**config.mk**
```make
export PLATFORM = sky130hd
export DESIGN_NAME = puzzle_loader
export DESIGN_NICKNAME = d
export VERILOG_FILES = /design/src/rtl/puzzle_loader_pkg.sv /design/src/rtl/symbol_decoder.sv /design/src/rtl/puzzle_loader.sv
export SDC_FILE = /design/constraint.sdc
export NUM_CORES = 1
export LEC_CHECK = 0
export BUFFER_PORTS_ARGS = -buffer_cell sky130_fd_sc_hd__buf_2
export CORE_MARGIN = 4
export CORE_UTILIZATION = 30
export DETAILED_ROUTE_END_ITERATION = 10
export PLACE_DENSITY = 0.49
export SYNTH_ARGS = -nofsm -noshare
export SYNTH_HDL_FRONTEND = slang
export SYNTH_SLANG_ARGS = --single-unit
```
**constraint.sdc**
```tcl
create_clock -name clk -period 2.5 [get_ports clk]
set_clock_uncertainty 0.2 [all_clocks]
set_input_delay 0.5 -clock clk [delete_from_list [all_inputs] [get_ports clk]]
set_output_delay 0.5 -clock clk [all_outputs]
set_load 0.005 [all_outputs]
```
**src/rtl/puzzle_loader_pkg.sv**
```systemverilog
// rtl/puzzle_loader_pkg.sv - shared sudoku board constants and loader state encoding
// Purpose: board geometry, cell value width, empty cell code and the
//          loader FSM state type used by puzzle_loader and symbol_decoder.
// Ports:   none (package).
package puzzle_loader_pkg;

  localparam int NUM_CELLS = 81;
  localparam int CELL_W    = 4;

  localparam logic [CELL_W-1:0] EMPTY_CELL = 4'd0;

  typedef enum logic [1:0] {
    S_IDLE   = 2'd0,
    S_LOAD   = 2'd1,
    S_FINISH = 2'd2,
    S_ERROR  = 2'd3
  } loader_state_t;

endpackage

```
**src/rtl/symbol_decoder.sv**
```systemverilog
// rtl/symbol_decoder.sv - combinational upstream symbol to cell value decoder
// Purpose: maps one 8-bit upstream symbol to a 4-bit cell value and a legal
//          flag. Illegal symbols return value 0 with legal low.
//          Build option LOADER_ASCII_EN: accept ASCII '0'..'9' and '.';
//          otherwise accept raw bytes 0x00..0x09.
// Ports:   sym   - upstream symbol
//          value - decoded cell value, 0 = empty
//          legal - symbol is part of the accepted alphabet
module symbol_decoder
  import puzzle_loader_pkg::*;
(
  input  logic [7:0]        sym,
  output logic [CELL_W-1:0] value,
  output logic              legal
);

  always_comb begin
    value = EMPTY_CELL;
    legal = 1'b0;
`ifdef LOADER_ASCII_EN
    if (sym >= 8'h31 && sym <= 8'h39) begin
      // '1'..'9' carry their value in the low nibble
      value = sym[3:0];
      legal = 1'b1;
    end else if (sym == 8'h30 || sym == 8'h2E) begin
      // '0' and '.' both mean an empty cell
      value = EMPTY_CELL;
      legal = 1'b1;
    end
`else
    if (sym <= 8'h09) begin
      value = sym[3:0];
      legal = 1'b1;
    end
`endif
  end

endmodule

```
**src/rtl/puzzle_loader.sv**
```systemverilog
// rtl/puzzle_loader.sv - streams one sudoku frame into board memory and kicks the solver
// Purpose: accepts NUM_CELLS symbols after load_req, writes each decoded cell
//          to board memory one cycle after acceptance, then pulses
//          start_solver. A bad symbol parks the loader in ERROR.
//          Symbol alphabet selected by LOADER_ASCII_EN (see symbol_decoder).
// Ports:   clk, rst          - clock, synchronous active-high reset
//          load_req          - begin (or restart) a frame
//          in_valid, in_data - upstream symbol stream; in_ready handshake
//          cell_index, data_in_mem, write_en - board memory write port
//          start_solver      - one-cycle solver start pulse
//          busy              - high in LOAD and FINISH
//          load_done, load_error - sticky frame status
//          given_count       - nonzero cells in the last frame
module puzzle_loader #(
  parameter int NUM_CELLS = puzzle_loader_pkg::NUM_CELLS,
  parameter int IDX_W     = 7
) (
  input  logic                                clk,
  input  logic                                rst,
  input  logic                                load_req,
  input  logic                                in_valid,
  input  logic [7:0]                          in_data,
  output logic                                in_ready,
  output logic [IDX_W-1:0]                    cell_index,
  output logic [puzzle_loader_pkg::CELL_W-1:0] data_in_mem,
  output logic                                write_en,
  output logic                                start_solver,
  output logic                                busy,
  output logic                                load_done,
  output logic                                load_error,
  output logic [6:0]                          given_count
);

  import puzzle_loader_pkg::*;

  localparam logic [IDX_W-1:0] LAST_IDX = IDX_W'(NUM_CELLS - 1);

  loader_state_t     state_q, state_d;
  logic [IDX_W-1:0]  next_idx_q, next_idx_d;
  logic [6:0]        given_q, given_d;
  logic              write_en_q, write_en_d;
  logic [IDX_W-1:0]  cell_index_q, cell_index_d;
  logic [CELL_W-1:0] data_q, data_d;
  logic              start_q, start_d;
  logic              done_q, done_d;
  logic              err_q, err_d;

  logic [CELL_W-1:0] dec_value;
  logic              dec_legal;
  logic              accept;

  symbol_decoder u_decoder (
    .sym   (in_data),
    .value (dec_value),
    .legal (dec_legal)
  );

  // A restart request wins over a beat in the same cycle, so ready is
  // withheld while load_req is high.
  assign in_ready = (state_q == S_LOAD) && !load_req;
  assign accept   = in_valid && in_ready;

  always_comb begin
    state_d      = state_q;
    next_idx_d   = next_idx_q;
    given_d      = given_q;
    write_en_d   = 1'b0;
    cell_index_d = cell_index_q;
    data_d       = data_q;
    start_d      = 1'b0;
    done_d       = done_q;
    err_d        = err_q;

    case (state_q)
      S_IDLE, S_ERROR: begin
        if (load_req) begin
          state_d    = S_LOAD;
          next_idx_d = '0;
          given_d    = 7'd0;
          done_d     = 1'b0;
          err_d      = 1'b0;
        end
      end
      S_LOAD: begin
        if (load_req) begin
          next_idx_d = '0;
          given_d    = 7'd0;
          done_d     = 1'b0;
          err_d      = 1'b0;
        end else if (accept) begin
          if (dec_legal) begin
            write_en_d   = 1'b1;
            cell_index_d = next_idx_q;
            data_d       = dec_value;
            next_idx_d   = next_idx_q + 1'b1;
            if (dec_value != EMPTY_CELL) begin
              given_d = given_q + 7'd1;
            end
            if (next_idx_q == LAST_IDX) begin
              state_d = S_FINISH;
            end
          end else begin
            state_d = S_ERROR;
            err_d   = 1'b1;
          end
        end
      end
      S_FINISH: begin
        // FINISH coincides with the last write; the registered start pulse
        // therefore lands one cycle after it.
        start_d = 1'b1;
        done_d  = 1'b1;
        state_d = S_IDLE;
      end
      default: state_d = S_IDLE;
    endcase
  end

  always_ff @(posedge clk) begin
    if (rst) begin
      state_q      <= S_IDLE;
      next_idx_q   <= '0;
      given_q      <= 7'd0;
      write_en_q   <= 1'b0;
      cell_index_q <= '0;
      data_q       <= EMPTY_CELL;
      start_q      <= 1'b0;
      done_q       <= 1'b0;
      err_q        <= 1'b0;
    end else begin
      state_q      <= state_d;
      next_idx_q   <= next_idx_d;
      given_q      <= given_d;
      write_en_q   <= write_en_d;
      cell_index_q <= cell_index_d;
      data_q       <= data_d;
      start_q      <= start_d;
      done_q       <= done_d;
      err_q        <= err_d;
    end
  end

  assign cell_index   = cell_index_q;
  assign data_in_mem  = data_q;
  assign write_en     = write_en_q;
  assign start_solver = start_q;
  assign busy         = (state_q == S_LOAD) || (state_q == S_FINISH);
  assign load_done    = done_q;
  assign load_error   = err_q;
  assign given_count  = given_q;

endmodule

```
==> out/qor.yml, run 1 <==
run_status: "finished clean"
core-area_sq_mm: 0.00479
syn2layout_area_growth_pct: 26.0
place_ws_ns: 0.235
grt_max_degree: 23
hpwl_um: 2720
ys_types: 39
numPortBuffers: 35
fin_setup_tns_ns: 0
clkTransAtPathRegs_ns: 0.07
initial_core_util: 0.312
cts_max_level: 2
setup_viol_count_final: 0
relSlewSlack: 0.580
netlist_area_sq_mm: 0.00149
wl_per_cell_um: 13.3
antenna_left: 0
cts_setup_buffers: 0
p_clk_frac: 0.433
antenna_found_initial: 0
first_global_vias: 1349
ys_seq_elements: 31
synth.avg_cell_area_sq_um: 9.05
finalWirelength_um: 3670
cp.arrival_ns: 2.29
cts_tree: "yes"
dieWidth_um: 78.5
multi_input_area_sq_um: 807
grt_pass1_wl_um: 6310
antenna_cells: 0
dieArea_sq_mm: 0.00617
postSynthNetCount: 182
seq_area_sq_um: 621
syn_inst: 165
pwr-share-seq: 0.445
crit_slowest_cell: "or4_1"
fin_ws_ns: 0.227
start_kind: "flip-flop"
seq_area_frac_synth: 0.416
crit_type: "reg -> reg"
io_pins: 36
gp_congestion: 0.786
slowest_delay_ns: 0.50
leakagePower_nw: 0.819
cts_sinks: 31
p_per_area_mw_per_mm2: 599
switching_share: 0.249
fin_area_sq_mm: 0.00188
cp-end-kind: "flip-flop"
grt-ovfl-total: 0
timing.final.crit_share: 0.909
clk_latency_ns: 0.28
final_nets: 224
drt_iter0_drc: 66
via_per_inst: 4.92
finish.utilization: 0.393
maxCapViolCount: 0
grt_usage: 0.129
rsz0062_at_grt: "no"
cts_resized: 0
vdd_drop_max_v: 0.000253
final_hold_viol_count: 0
drc_errors: 0
worstMarginPinSlew_ns: 0.630
cts_hold_buf: 0
cts_buffers: 5
vias: 1354
cts.path.max_buffers: 2
cts_root_buffer: "clkbuf_8"
num_rows: 25
dr.pass1.iters: 4
drive_gt1_frac: 0.260
min_path_type: "in -> reg"
switching_power_mw: 0.280
die_h_um: 78.5
layout_min_cycle_time_ns: 2.27
p_comb_frac: 0.121
max_freq_mhz: 440
synth-warning-count: 0
crit_chain: "inv_1, ha_1, or2b_4, inv_4, a211o_4, or4_1, a21boi_1"
fill_cells: 514
crit_path_max_fanout: 9
required_ns: 2.51
postPlaceCellArea_sq_mm: 0.00177
maxSlewViolCount: 0
p_int_mw: 0.846
-- cells in the mapped netlist --
master / count / area, sq um
inv_4: 1 / 6.26
a21boi_1: 1 / 7.51
o211ai_1: 1 / 7.51
nor3_1: 2 / 10.0
and2_1: 2 / 12.5
o21ai_0: 5 / 25.0
nor2b_1: 2 / 12.5
a31oi_1: 2 / 12.5
o21ai_1: 1 / 5.00
nor4_1: 3 / 18.8
nand4bb_1: 1 / 11.3
a211oi_1: 1 / 7.51
buf_2: 2 / 10.0
nor4_4: 1 / 21.3
o31a_1: 1 / 8.76
nand2b_1: 5 / 31.3
o41ai_1: 2 / 17.5
mux2i_1: 14 / 140
a32oi_1: 1 / 8.76
dfxtp_1: 31 / 621
or2b_4: 1 / 11.3
clkbuf_1: 3 / 11.3
nand4b_1: 1 / 8.76
nand4_1: 6 / 37.5
o22ai_1: 1 / 6.26
a21oi_1: 14 / 70.1
inv_1: 10 / 37.5
o21a_1: 1 / 7.51
o22a_1: 1 / 8.76
nor2_1: 18 / 67.6
a211o_4: 1 / 17.5
or4b_2: 2 / 20.0
or4_1: 5 / 37.5
a311o_1: 1 / 10.0
nand3_1: 4 / 20.0
o21bai_1: 1 / 7.51
o31ai_1: 4 / 30.0
ha_1: 5 / 62.6
nand2_1: 7 / 26.3
-- registers in the layout (all words and copies together) (netlist names) --
name and flops:
cell_index 7, next_idx_q 7, load_error 1, given_count 7, write_en 1, state_q 2, data_in_mem 4, load_done 1
start_solver 1
-- per-stage QoR --
step           instances  hold slack [ns]  power (mW)
2_1_floorplan        165            0.258       0.599
3_3_place_gp         267            0.254       0.646
3_5_place_dp         267            0.262       0.650
4_1_cts              275            0.260        1.15
5_1_grt              275            0.265        1.19
6_report             275            0.270        1.13
-- layout by cell type, fill, tap and decap left out, drive strengths merged, types with 2 or more instances in the layout --
cell / n
inv: 11
and2: 2
nor4: 4
mux2i: 14
o31ai: 4
nor2b: 2
or4b: 2
ha: 5
nand2: 7
nor2: 18
or4: 5
o21ai: 6
dfxtp: 31
clkinv: 2
clkbuf: 5
a31oi: 2
nand3: 4
nand2b: 5
buf: 40
nand4: 6
nor3: 2
o41ai: 2
a21oi: 14
-- power by group through the flow --
stage	combinational, mW	clock [mW]	sequential [mW]
floorplan	0.0863	0	0.513
global placement	0.133	0	0.513
detailed placement	0.137	0	0.513
CTS	0.137	0.510	0.502
global route	0.155	0.532	0.502
finish	0.137	0.488	0.502
-- worst max-delay path, delay by kind of cell (launching register included) --
| family | cells | cell delay (ns) |
|---|---|---|
| compound gates | 2 | 0.51 |
| fa+ha+maj | 1 | 0.25 |
| buf+inv | 2 | 0.12 |
| flops | 1 | 0.36 |
| simple gates | 2 | 0.76 |
-- path summary, 6_finish.rpt --
| check | startpoint | to | slack [ns] | cells past startpoint |
|---|---|---|---|---|
| setup / recovery | state_q[1]$_SDFFE_PP0P_ | given_count[3]$_SDFFE_PP0P_ | 0.23 | 7 |
| hold / removal | in_data[0] | data_in_mem[0]$_SDFFE_PP0P_ | 0.27 | 3 |
| setup reg to reg | state_q[1]$_SDFFE_PP0P_ | given_count[3]$_SDFFE_PP0P_ | 0.23 | 7 |
| hold reg to reg | given_count[6]$_SDFFE_PP0P_ | given_count[6]$_SDFFE_PP0P_ | 0.27 | 2 |
-- kinds of logic (layout without fill, tap and decap cells) --
group | after synthesis | count (layout) | share of synthesized area
AO/OA/AOI/OAI | 39 | 39 | 0.173
adder cells (fa/ha/maj) | 5 | 5 | 0.0419
buffers and inverters | 16 | 59 | 0.0436
flip-flops | 31 | 31 | 0.416
multiplexers | 14 | 14 | 0.0939
AND/OR/NAND/NOR | 60 | 60 | 0.232
-- layer usage --
metal | wire length [um] | vias up | track usage
met4 | 60 | 0 | 0.0612
met3 | 195 | 5 | 0.0367
li1 | - | 687 | -
met2 | 1700 | 37 | 0.207
met5 | 0 | - | 0
met1 | 1710 | 625 | 0.157
-- final cells by class --
type / count / area share
sequential: 31 / 0.330
tap: 67 / 0.0446
clock buffer: 5 / 0.0366
multi-input combinational: 118 / 0.429
timing repair buffer: 40 / 0.113
clock inverter: 3 / 0.0233
inverter: 11 / 0.0233
No activity file was read; power rests on OpenSTA's default activity.
==> inputs of run 2 (changes only) <==
--- a/config.mk
+++ b/config.mk
@@ -5,11 +5,12 @@
 export SDC_FILE = /design/constraint.sdc
 export NUM_CORES = 1
 export LEC_CHECK = 0
-export BUFFER_PORTS_ARGS = -buffer_cell sky130_fd_sc_hd__buf_2
 export CORE_MARGIN = 4
 export CORE_UTILIZATION = 30
 export DETAILED_ROUTE_END_ITERATION = 10
-export PLACE_DENSITY = 0.49
+export DONT_BUFFER_PORTS = 1
+export PLACE_DENSITY = 0.43
+export RECOVER_POWER = 25
 export SYNTH_ARGS = -nofsm -noshare
 export SYNTH_HDL_FRONTEND = slang
 export SYNTH_SLANG_ARGS = --single-unit
==> out/qor.yml, run 2 (same netlist as run 1, synthesis figures left out) <==
syn2layout_area_growth_pct: 15.0
seq_area_sq_um: 621  # unchanged
run_status: "finished clean"
cp-end-kind: "flip-flop"
cts_setup_buffers: 0  # unchanged
cts_root_buffer: "clkbuf_8"
cts_tree: "yes"
rsz0062_at_grt: "no"
first_global_vias: 1186  # -12%
leakagePower_nw: 0.650  # -21%
maxCapViolCount: 0  # unchanged
cts.path.max_buffers: 2  # unchanged
antenna_cells: 0  # unchanged
cts_buffers: 5  # unchanged
min_path_type: "in -> reg"
fin_setup_tns_ns: 0  # unchanged
cts_max_level: 2  # unchanged
num_rows: 25  # unchanged
crit_type: "reg -> reg"
fill_cells: 486  # -5.4%
drt_iter0_drc: 49  # -26%
grt_pass1_wl_um: 5680  # -10%
maxSlewViolCount: 0  # unchanged
start_kind: "flip-flop"
gp_congestion: 0.792  # +0.73%
crit_path_max_fanout: 12  # +3
required_ns: 2.52  # about the same
final_hold_viol_count: 0  # unchanged
drive_gt1_frac: 0.116  # -0.144
drc_errors: 0  # unchanged
layout_min_cycle_time_ns: 2.29  # +0.0147 ns
relSlewSlack: 0.594  # +0.0138
grt-ovfl-total: 0  # unchanged
slowest_delay_ns: 0.68  # +0.18 ns
setup_viol_count_final: 0  # unchanged
holdWs_ns: 0.0732  # -0.197 ns
antenna_left: 0  # unchanged
vdd_drop_max_v: 0.000275  # +8.5%
crit_chain: "inv_1, ha_1, nor2b_1, o22ai_2, or4b_2, a21oi_1"
layout_commonest_cell: "dfxtp_1"
grt_max_degree: 23  # unchanged
vias: 1229  # -9.2%
clkTransAtPathRegs_ns: 0.07  # about the same
max_freq_mhz: 437  # -0.64%
via_per_inst: 5.12  # +4.0%
clk_latency_ns: 0.28  # about the same
timing.final.crit_share: 0.915  # +0.00590
multi_input_area_sq_um: 813  # +0.78%
p_per_area_mw_per_mm2: 656  # +9.5%
antenna_found_initial: 0  # unchanged
final_cell_mix: "dfxtp_1, nor2_1, a21oi_1, mux2i_1, inv_1"
worstMarginPinSlew_ns: 0.610  # -0.0207 ns
io_pins: 36  # unchanged
cp.arrival_ns: 2.31  # +0.02 ns
crit_slowest_cell: "or4b_2"
hpwl_um: 2650  # -2.8%
dr.pass1.iters: 4  # unchanged
dieWidth_um: 78.5  # unchanged
final_nets: 189  # -16%
initial_core_util: 0.312  # unchanged
die_h_um: 78.5  # unchanged
core-area_sq_mm: 0.00479  # unchanged
cts_sinks: 31  # unchanged
dieArea_sq_mm: 0.00617  # unchanged
wl_per_cell_um: 14.5  # +8.9%
grt_usage: 0.120  # -0.00898
finalWirelength_um: 3490  # -4.9%
numPortBuffers: 0  # -100%
[run 2: critical path: cells and delay by family (launching register included)]
| kind | cells | cell delay [ns] |
|---|---|---|
| AOI/OAI and AO/OA | 2 | 0.36 |
| adders and majority gates | 1 | 0.37 |
| buffers and inverters | 1 | 0.06 |
| DFF | 1 | 0.34 |
| and+or+nand+nor | 2 | 0.89 |
[run 2: routing by layer]
| layer | vias up | track usage | part of all wire |
|---|---|---|---|
| li1 | 620 | - | - |
| met2 | 36 | 0.182 | 0.44 |
| met5 | - | 0 | 0 |
| met4 | 0 | 0.0629 | 0.023 |
| met1 | 564 | 0.140 | 0.45 |
| met3 | 9 | 0.0562 | 0.092 |
[run 2: final cells by class]
type                            instances  area share
Sequential cell                        31       0.362
Multi-Input combinational cell        118       0.474
Inverter                               11      0.0255
Timing Repair Buffer                    5      0.0219
Tap cell                               67      0.0488
Clock inverter                          2      0.0204
Clock buffer                            6      0.0481
[run 2: worst paths after layout]
path,startpoint,endpoint,slack (ns),cells past startpoint
hold / removal,rst,load_done$_SDFFE_PP0P_,0.07,1
setup reg to reg,state_q[0]$_SDFFE_PP0P_,next_idx_q[6]$_SDFFE_PP0P_,0.21,6
setup / recovery,state_q[0]$_SDFFE_PP0P_,next_idx_q[6]$_SDFFE_PP0P_,0.21,6
hold reg to reg,load_done$_SDFFE_PP0P_,load_done$_SDFFE_PP0P_,0.29,2
[run 2: metrics by stage]
step / instance area (sq um) / instances / worst slack, ns / utilization / power, mW
2_1_floorplan: 1490 / 165 / 0.326 / - / 0.599
3_3_place_gp: 1590 / 232 / 0.259 / 0.333 / 0.620
3_5_place_dp: 1590 / 232 / 0.179 / 0.333 / 0.622
4_1_cts: 1710 / 240 / 0.160 / 0.357 / 1.14
5_1_grt: 1720 / 240 / 0.0821 / 0.359 / 1.18
6_report: 1720 / 240 / 0.212 / 0.359 / 1.13
[run 2: power breakdown]
part	total, mW	internal [mW]	switching, mW	leakage (nW)
clock network	0.513	0.322	0.191	0.0612
logic	0.111	0.0409	0.0702	0.339
registers	0.502	0.499	0.00342	0.250
total	1.13	0.862	0.265	0.650
[run 2: timing repair]
item                                    CTS  global route
hold buffers                              0             0
resized for setup                         0             1
endpoints found under the setup margin    0             1
endpoints found under the hold margin     0             0
==> inputs of run 3 (changes only) <==
--- a/config.mk
+++ b/config.mk
@@ -9,7 +9,7 @@
 export CORE_UTILIZATION = 30
 export DETAILED_ROUTE_END_ITERATION = 10
 export DONT_BUFFER_PORTS = 1
-export PLACE_DENSITY = 0.43
+export PLACE_DENSITY = 0.4
 export RECOVER_POWER = 25
 export SYNTH_ARGS = -nofsm -noshare
 export SYNTH_HDL_FRONTEND = slang
==> out/qor.yml, run 3 (same netlist as run 1, synthesis figures left out) <==
crit_type: "reg -> reg"
cts_buffers: 5  # unchanged
grt_usage: 0.124  # +0.00420
cts_setup_buffers: 0  # unchanged
rsz0062_at_grt: "no"
antenna_found_initial: 0  # unchanged
relSlewSlack: 0.497  # -0.0962
cts_hold_buf: 0  # unchanged
initial_core_util: 0.312  # unchanged
final_cell_mix: "dfxtp_1, nor2_1, a21oi_1, mux2i_1, inv_1"
drive_gt1_frac: 0.0994  # -0.0162
cpLargestDelayFamily: "simple AND/OR/NAND/NOR gates"
drt_iter0_drc: 48  # -2.0%
cp.arrival_ns: 2.37  # +0.06 ns
cts_resized: 0  # unchanged
slowest_delay_ns: 0.70  # +0.02 ns
postPlaceCellArea_sq_mm: 0.00158  # -0.94%
first_global_vias: 1196  # +0.84%
crit_chain: "inv_1, ha_1, nor2b_1, o22ai_1, or4b_2, a21oi_1"
fin_ws_ns: 0.153  # -0.0589 ns
vdd_drop_max_v: 0.000267  # -2.7%
max_freq_mhz: 426  # -2.5%
cts_root_buffer: "clkbuf_8"
hpwl_um: 2720  # +2.7%
syn2layout_area_growth_pct: 13.6
clkTransAtPathRegs_ns: 0.07  # about the same
setup_viol_count_final: 0  # unchanged
final_hold_viol_count: 0  # unchanged
maxSlewViolCount: 0  # unchanged
layout_min_cycle_time_ns: 2.35  # +0.0589 ns
num_rows: 25  # unchanged
crit_path_max_fanout: 12  # unchanged
die_h_um: 78.5  # unchanged
vias: 1227  # -0.16%
crit_slowest_cell: "or4b_2"
timing.final.crit_share: 0.939  # +0.0236
fill_cells: 499  # +2.7%
power_mw: 1.12  # -0.84%
cts_tree: "yes"
antenna_left: 0  # unchanged
grt-ovfl-total: 0  # unchanged
cts_sinks: 31  # unchanged
min_path_type: "in -> reg"
cp-end-kind: "flip-flop"
drc_errors: 0  # unchanged
final_nets: 187  # -1.1%
worstMarginPinSlew_ns: 0.754  # +0.144 ns
clk_latency_ns: 0.28  # about the same
cts.path.max_buffers: 2  # unchanged
layout_commonest_cell: "dfxtp_1"
leakagePower_nw: 0.636  # -2.2%
grt_max_degree: 23  # unchanged
dieWidth_um: 78.5  # unchanged
dr.pass1.iters: 4  # unchanged
start_kind: "flip-flop"
core-area_sq_mm: 0.00479  # unchanged
maxCapViolCount: 0  # unchanged
dieArea_sq_mm: 0.00617  # unchanged
required_ns: 2.52  # about the same
path_buf_inv: 1  # unchanged
via_per_inst: 5.16  # +0.68%
finalWirelength_um: 3630  # +3.9%
run_status: "finished clean"
wl_per_cell_um: 15.2  # +4.8%
cts_max_level: 2  # unchanged
antenna_cells: 0  # unchanged
p_per_area_mw_per_mm2: 659  # +0.40%
gp_congestion: 0.776  # -2.0%
io_pins: 36  # unchanged
grt_pass1_wl_um: 5930  # +4.5%
fin_setup_tns_ns: 0  # unchanged
fin_area_sq_mm: 0.00170  # -1.2%
place_ws_ns: 0.169  # -0.0108 ns
finish.utilization: 0.354  # -0.00444
numPortBuffers: 0  # unchanged
==> run 3: path summary, 6_finish.rpt <==
path,end,startpoint,slack [ns],cells after the start
max reg2reg,next_idx_q[6]$_SDFFE_PP0P_,state_q[0]$_SDFFE_PP0P_,0.15,6
min,start_solver$_SDFF_PP0_,rst,0.08,1
max,next_idx_q[6]$_SDFFE_PP0P_,state_q[0]$_SDFFE_PP0P_,0.15,6
min reg2reg,load_done$_SDFFE_PP0P_,load_done$_SDFFE_PP0P_,0.29,2
==> run 3: area by class of cell <==
cell class / instances / area [sq um] / area share
Inverter: 11 / 43.8 / 0.0258
Clock inverter: 2 / 35.0 / 0.0207
Clock buffer: 6 / 82.6 / 0.0487
Multi-Input combinational cell: 118 / 807 / 0.476
Sequential cell: 31 / 621 / 0.366
Timing Repair Buffer: 3 / 22.5 / 0.0133
Tap cell: 67 / 83.8 / 0.0494
==> run 3: report_power, final <==
part / leakage [nW] / internal [mW] / switching, mW / total [mW]
clock network: 0.0612 / 0.322 / 0.188 / 0.510
logic: 0.325 / 0.0361 / 0.0683 / 0.104
registers: 0.250 / 0.499 / 0.00370 / 0.503
total: 0.636 / 0.857 / 0.260 / 1.12
==> run 3: metal layers <==
metal | vias up | track usage | share of wire
met2 | 26 | 0.216 | 0.51
met1 | 582 | 0.137 | 0.42
met3 | 4 | 0.0482 | 0.055
met5 | - | 0 | 0
li1 | 615 | - | -
met4 | 0 | 0.0420 | 0.011
==> run 3: stage by stage <==
stage	instances	hold slack, ns
4_1_cts	238	0.0735
2_1_floorplan	165	0.258
3_3_place_gp	230	0.277
6_report	238	0.0807
5_1_grt	238	0.0644
3_5_place_dp	230	0.280
